==> config.mk <==
export PLATFORM = sky130hd
export DESIGN_NAME = gpio_irq
export DESIGN_NICKNAME = d
export VERILOG_FILES = /design/src/rtl/gpio_irq_pkg.sv /design/src/rtl/gpio_irq_sync.sv /design/src/rtl/gpio_irq.sv
export SDC_FILE = /design/constraint.sdc
export NUM_CORES = 1
export LEC_CHECK = 0
export ABC_AREA = 1
export ABC_CLOCK_PERIOD_IN_PS = 3200
export CAP_MARGIN = 30
export CORE_ASPECT_RATIO = 0.5
export CORE_MARGIN = 2
export CORE_UTILIZATION = 45
export DETAILED_ROUTE_END_ITERATION = 12
export GPL_TIMING_DRIVEN = 0
export PLACE_DENSITY = 0.78
export REMOVE_ABC_BUFFERS = 1
export SLEW_MARGIN = 25
export SYNTH_ARGS = -nofsm -noshare
export SYNTH_HDL_FRONTEND = slang
export SYNTH_HIERARCHICAL = 1
export SYNTH_SLANG_ARGS = --single-unit
export TNS_END_PERCENT = 50
==> constraint.sdc <==
create_clock -name clk -period 3.2 [get_ports clk]
set_input_delay 0.32 -clock clk [delete_from_list [all_inputs] [get_ports clk]]
set_output_delay 0.32 -clock clk [all_outputs]
set_load 0.02 [all_outputs]
==> src/rtl/gpio_irq_pkg.sv <==
// gpio_irq_pkg: shared definitions for the gpio_irq block.
//   - byte offsets of the register map (decoded from addr[5:0])
//   - warm-up count after which edge capture is enabled
//   - register-select enum and the offset decoder
package gpio_irq_pkg;

    localparam logic [5:0] OFF_OUT     = 6'h00;
    localparam logic [5:0] OFF_DIR     = 6'h04;
    localparam logic [5:0] OFF_PIN     = 6'h08;
    localparam logic [5:0] OFF_SET     = 6'h0C;
    localparam logic [5:0] OFF_CLR     = 6'h10;
    localparam logic [5:0] OFF_IRQ_EN  = 6'h14;
    localparam logic [5:0] OFF_RISE_EN = 6'h18;
    localparam logic [5:0] OFF_FALL_EN = 6'h1C;
    localparam logic [5:0] OFF_STATUS  = 6'h20;

    // Edge capture is held off until the warm-up counter reaches this value,
    // so the sync chain filling up from its reset value is not seen as an edge.
    localparam logic [1:0] WARMUP_COUNT = 2'd3;

    typedef enum logic [3:0] {
        SEL_OUT,
        SEL_DIR,
        SEL_PIN,
        SEL_SET,
        SEL_CLR,
        SEL_IRQ_EN,
        SEL_RISE_EN,
        SEL_FALL_EN,
        SEL_STATUS,
        SEL_NONE
    } reg_sel_e;

    // Exact match on the low six address bits; anything unaligned or outside
    // 0x00..0x20 falls through to SEL_NONE.
    function automatic reg_sel_e decode_offset(input logic [5:0] off);
        reg_sel_e sel;
        case (off)
            OFF_OUT:     sel = SEL_OUT;
            OFF_DIR:     sel = SEL_DIR;
            OFF_PIN:     sel = SEL_PIN;
            OFF_SET:     sel = SEL_SET;
            OFF_CLR:     sel = SEL_CLR;
            OFF_IRQ_EN:  sel = SEL_IRQ_EN;
            OFF_RISE_EN: sel = SEL_RISE_EN;
            OFF_FALL_EN: sel = SEL_FALL_EN;
            OFF_STATUS:  sel = SEL_STATUS;
            default:     sel = SEL_NONE;
        endcase
        return sel;
    endfunction

endpackage

==> src/rtl/gpio_irq_sync.sv <==
// gpio_irq_sync: three-flop input chain with edge vectors.
//   clk     in    clock
//   rst_ni  in    synchronous active-low reset
//   pin_i   in    asynchronous pad inputs
//   sync_o  out   synchronised input (second flop)
//   rise_o  out   per-bit rising edge, second flop high / third flop low
//   fall_o  out   per-bit falling edge, second flop low / third flop high
module gpio_irq_sync #(
    parameter int Width = 16
) (
    input  logic             clk,
    input  logic             rst_ni,
    input  logic [Width-1:0] pin_i,
    output logic [Width-1:0] sync_o,
    output logic [Width-1:0] rise_o,
    output logic [Width-1:0] fall_o
);

    logic [Width-1:0] s1_q;
    logic [Width-1:0] s2_q;
    logic [Width-1:0] s3_q;

    always_ff @(posedge clk) begin
        if (!rst_ni) begin
            s1_q <= '0;
            s2_q <= '0;
            s3_q <= '0;
        end else begin
            s1_q <= pin_i;
            s2_q <= s1_q;
            s3_q <= s2_q;
        end
    end

    assign sync_o = s2_q;

    for (genvar gi = 0; gi < Width; gi++) begin : g_edge
        assign rise_o[gi] =  s2_q[gi] & ~s3_q[gi];
        assign fall_o[gi] = ~s2_q[gi] &  s3_q[gi];
    end

endmodule

==> src/rtl/gpio_irq.sv <==
// gpio_irq: APB subordinate GPIO with direction, atomic set/clear and
// maskable edge interrupts.
//   clk, nReset          clock, synchronous active-low reset
//   addr, wData, write,  APB request (zero wait states)
//   sel, enable
//   rData, readyOut,     APB response; rData/subErr are combinational in the
//   subErr               access phase and 0 otherwise
//   pinIn                asynchronous pad inputs
//   pinOut, pinOe        output data and drive-enable registers
//   irq                  |(STATUS & IRQ_EN)
module gpio_irq
    import gpio_irq_pkg::*;
#(
    parameter int AddrWidth = 32,
    parameter int DataWidth = 32,
    parameter int Width     = 16
) (
    input  logic                 clk,
    input  logic                 nReset,
    input  logic [AddrWidth-1:0] addr,
    input  logic [DataWidth-1:0] wData,
    input  logic                 write,
    input  logic                 sel,
    input  logic                 enable,
    output logic [DataWidth-1:0] rData,
    output logic                 readyOut,
    output logic                 subErr,
    input  logic [Width-1:0]     pinIn,
    output logic [Width-1:0]     pinOut,
    output logic [Width-1:0]     pinOe,
    output logic                 irq
);

    logic [Width-1:0] out_q, out_d;
    logic [Width-1:0] dir_q, dir_d;
    logic [Width-1:0] irq_en_q, irq_en_d;
    logic [Width-1:0] rise_en_q, rise_en_d;
    logic [Width-1:0] fall_en_q, fall_en_d;
    logic [Width-1:0] status_q, status_d;
    logic [1:0]       warm_q, warm_d;

    logic [Width-1:0] pin_sync, rise, fall;

    gpio_irq_sync #(.Width(Width)) u_sync (
        .clk    (clk),
        .rst_ni (nReset),
        .pin_i  (pinIn),
        .sync_o (pin_sync),
        .rise_o (rise),
        .fall_o (fall)
    );

    // Only addr[5:0] and wData[Width-1:0] carry meaning.
    logic unused_bits;
    assign unused_bits = ^{addr, wData};

    logic             access, acc_err, wr_en, rd_en;
    reg_sel_e         reg_sel;
    logic [Width-1:0] wdata_w, rd_val, w1c, edge_hits, capture_mask;

    assign access   = sel & enable;
    assign reg_sel  = decode_offset(addr[5:0]);
    assign wdata_w  = wData[Width-1:0];
    assign readyOut = sel;

    always_comb begin
        acc_err = 1'b0;
        if (reg_sel == SEL_NONE) begin
            acc_err = 1'b1;
        end else if (write && reg_sel == SEL_PIN) begin
            acc_err = 1'b1;
        end else if (!write && (reg_sel == SEL_SET || reg_sel == SEL_CLR)) begin
            acc_err = 1'b1;
        end
    end

    assign subErr = access & acc_err;
    assign wr_en  = access &  write & ~acc_err;
    assign rd_en  = access & ~write & ~acc_err;

    always_comb begin
        rd_val = '0;
        case (reg_sel)
            SEL_OUT:     rd_val = out_q;
            SEL_DIR:     rd_val = dir_q;
            SEL_PIN:     rd_val = pin_sync;
            SEL_IRQ_EN:  rd_val = irq_en_q;
            SEL_RISE_EN: rd_val = rise_en_q;
            SEL_FALL_EN: rd_val = fall_en_q;
            SEL_STATUS:  rd_val = status_q;
            default:     rd_val = '0;
        endcase
    end

    always_comb begin
        rData = '0;
        if (rd_en) begin
            rData[Width-1:0] = rd_val;
        end
    end

    always_comb begin
        out_d     = out_q;
        dir_d     = dir_q;
        irq_en_d  = irq_en_q;
        rise_en_d = rise_en_q;
        fall_en_d = fall_en_q;
        w1c       = '0;
        if (wr_en) begin
            case (reg_sel)
                SEL_OUT:     out_d     = wdata_w;
                SEL_DIR:     dir_d     = wdata_w;
                SEL_SET:     out_d     = out_q | wdata_w;
                SEL_CLR:     out_d     = out_q & ~wdata_w;
                SEL_IRQ_EN:  irq_en_d  = wdata_w;
                SEL_RISE_EN: rise_en_d = wdata_w;
                SEL_FALL_EN: fall_en_d = wdata_w;
                SEL_STATUS:  w1c       = wdata_w;
                default:     ;
            endcase
        end
    end

    // New edges are OR-ed in after the W1C mask, so an edge landing on the
    // same clock as a clear of that bit keeps it set.
    assign capture_mask = (warm_q == WARMUP_COUNT) ? '1 : '0;
    assign edge_hits    = ((rise & rise_en_q) | (fall & fall_en_q)) & capture_mask;
    assign status_d     = (status_q & ~w1c) | edge_hits;
    assign warm_d       = (warm_q == WARMUP_COUNT) ? warm_q : warm_q + 2'd1;

    always_ff @(posedge clk) begin
        if (!nReset) begin
            out_q     <= '0;
            dir_q     <= '0;
            irq_en_q  <= '0;
            rise_en_q <= '0;
            fall_en_q <= '0;
            status_q  <= '0;
            warm_q    <= '0;
        end else begin
            out_q     <= out_d;
            dir_q     <= dir_d;
            irq_en_q  <= irq_en_d;
            rise_en_q <= rise_en_d;
            fall_en_q <= fall_en_d;
            status_q  <= status_d;
            warm_q    <= warm_d;
        end
    end

    assign pinOut = out_q;
    assign pinOe  = dir_q;
    assign irq    = |(status_q & irq_en_q);

endmodule

==> results by group <==
Timing
  – Setup TNS: 0 ns
  – WHS: 0.2763 ns
  – Fin crit period: 3.141 ns
  – Max Clk Rate: 0.3184 GHz
  – Final Hold Fails: 0
  – Worst slew margin: 45.66%
  – Fin crit share: 98.15%
  – Clock Skew: 0.007589 ns
  – Worst Max-Slew Pin Slew: 0.8142 ns
  – Setup violators final: 0
  – Final setup margin: 0.05934 ns
  – Count of pins over their slew limit: 0

CTS
  – CTS clk-pin slew, worst paths: 0.06 ns
  – H-tree Lvls: 4
  – CTS Buffer Depth: 2
  – CTS tree: built
  – Clock root buffer: clkbuf_16
  – CTS Hold Bufs: 0
  – Clock latency on the worst-skew pair: 0.42 ns
  – Num Clock Sinks: 146
  – CTS buffer count: 17

Placed design
  – Routability cong.: 0.8317
  – Placed cell area: 8287 sq um
  – Port Buf Inserts: 93
  – Post-DP HPWL: 12.50 mm
  – Dpl cells: 1,419
  – DP Worst Slack: -0.8508 ns

Die
  – # IOs: 152
  – Die width: 184.2 um
  – Die Span Y: 94.11 um
  – Standard-cell row count: 32
  – Die ar.: 17,340 sq um
  – Starting density of the core: 46.68%
  – Core area: 15,660 sq um

Global route
  – Gr busiest metal: met2
  – Met3 Track Usage GR: 5.233%
  – GR met2 Demand/Resource: 39.62%
  – Met1 Use GR: 33.41%
  – Remaining Overflow, GRT: 0
  – Vias in the first global route: 6,682
  – Total GRT Usage: 25.12%
  – Largest net degree at the start of global routing: 82
  – First-pass GRT wire length: 33.44 mm
  – Initial antenna violation count: 0

Final layout
  – Fin area: 9236 sq um
  – Area occupied by multi-input gates: 3358 sq um
  – Non-Filler Instances: 1,474
  – FF+latch area: 2923 sq um
  – Nets@finish: 1,326
  – Layout cells sized above 1: 7.662%
  – Most common cell after layout, fill and taps aside: nand2_1
  – Most frequent cells in the layout: 281 x nand2_1, 240 x nor2_1, 206 x inv_1, 146 x dfxtp_1, 88 x clkdlybuf4s50_1
  – Antenna cells: 0
  – # fillers: 1,385
  – Util after Layout: 59.00%
  – Synthesis-to-finish area growth: 26.40%

Drt
  – Vias per std cell: 4.974
  – Avg WL per Cell: 15.00 um
  – Final wirelength: 22.12 mm
  – DR DRC count: 0
  – Initial DRC count: 808
  – Total number of vias: 7,332
  – Detailed Routing Iterations Pass 1: 5
  – Antenna-violating nets left: 0

Power and ir drop
  – PD cells: 446.8 nW/um^2
  – Total power: 4.127 mW
  – Worst VDD drop: 0.2769 mV
  – Static leakage: 4.422 nW

Setup path
  – Crit Path Class: in2out
  – Slowest cell on the critical path: clkdlybuf4s50_1
  – R2R Path Start: warm_q[0]
  – Worst Setup SP: addr[0]
  – CP dominant cell by count: nand2_8
  – Crit path max fanout: 18
  – Crit path capture type: primary output
  – Max incr delay on CP: 0.64 ns
  – Worst EP arrival: 2.82 ns
  – Crit path required time: 2.88 ns
  – Crit-path cells: clkdlybuf4s50_1 -> nor2_4 -> buf_12 -> nand3_2 -> nand2_8 -> nand2_8 -> nand2_1 -> inv_2 -> nand2_8 -> a21oi_1 -> clkdlybuf4s50_1
  – Startpoint types: primary input

Yosys
  – Sequential share of the synthesized area: 40.00%
  – Mean post-synth cell area: 6.337 sq um
  – Mapped Cells: 1,153
  – Synth unique cells: 30
  – Syn Std Cell Area: 7307 sq um
  – Synth Flop Type: dfxtp_1
  – Post-synth EDFFs: 0
  – FF+latch count, synth: 146
  – Yosys warns: 6
  – FFs w/ async S/R, synth: 0%

Min path
  – Hold Path Origin: nReset
  – Hold Path Class: in2reg

Run
  – Max cap viols: 0

Outcome
  – Status: complete, no violations
[Yosys cell counts, types with 3 or more instances]
master / n / area (sq um)
nand2_1: 281 / 1055
nor2_1: 243 / 912.1
inv_1: 207 / 777.0
dfxtp_1: 146 / 2923
o21ai_0: 49 / 245.2
a21oi_1: 44 / 220.2
buf_4: 24 / 180.2
nand3_1: 23 / 115.1
o22ai_1: 20 / 125.1
buf_2: 19 / 95.09
nand4_1: 19 / 118.9
clkbuf_1: 18 / 67.56
a22o_1: 16 / 140.1
inv_2: 12 / 45.04
nor2_2: 6 / 37.54
buf_6: 4 / 45.04
buf_1: 3 / 11.26
nand3_2: 3 / 30.03
[final cells by class]
cell class,count,area share (%)
Clock buffer,22,5.134
Tap cell,221,2.994
Timing Repair Buffer,118,13.72
Inverter,220,8.981
Clock inverter,10,1.165
Multi-Input combinational cell,737,36.36
Sequential cell,146,31.64
[worst max-delay path: cells and delay by family]
family / cells / cell delay [ns]
AO/OA/AOI/OAI: 1 / 0.23
buffers and inverters: 4 / 1.40
AND/OR/NAND/NOR: 6 / 0.84
[flip-flops by register name, indices dropped and copies added, names as in the netlist]
| name | cells |
|---|---|
| u_sync/s3_q | 16 |
| fall_en_q | 16 |
| pinOe | 16 |
| pinOut | 16 |
| warm_q | 2 |
| rise_en_q | 16 |
| irq_en_q | 16 |
| status_q | 16 |
| u_sync/s1_q | 16 |
| u_sync/sync_o | 16 |
[report_power, final]
group / internal (mW) / switching, mW / leakage (nW) / total (mW)
combinational: 0.103 / 0.192 / 2.96 / 0.295
sequential: 1.85 / 0.0187 / 1.18 / 1.87
clock: 1.20 / 0.761 / 0.282 / 1.96
[what timing repair did]
item                       in CTS  in global routing
setup endpoints to repair      22                 15
cloned                          2                  1
pin swaps                       3                  2
gates resized for setup        14                  7
buffers inserted               11                  7
[layer usage]
metal  part of all wire [%]  wire (um)  vias up
li1                       -          -     3617
met1                     44       9624     3304
met2                     43       9527      364
met3                     11       2481       47
met4                    2.2        481        0
met5                      0          0        -
[cell families (layout without fill, tap and decap cells)]
kind of cell | after synthesis | count (layout) | synth area share [%]
AND/OR/NAND/NOR | 585 | 588 | 32.69
buffers and inverters | 288 | 370 | 16.76
flip-flops | 146 | 146 | 40.00
AO/OA/AOI/OAI | 131 | 131 | 10.21
adder cells (fa/ha/maj) | 1 | 1 | 0.1712
other | 1 | 16 | 0.05132
XOR/XNOR | 1 | 1 | 0.1199
[worst paths after layout]
check                           depth (start not counted)                end  slack [ns]
worst max-delay path                                   11           rData[7]        0.06
worst min-delay path                                    3   u_sync/sync_o[0]        0.28
worst max register to register                          4          warm_q[1]        1.74
worst min register to register                          2  u_sync/sync_o[10]        0.41
Note: power is estimated with default switching activity, not from simulation.
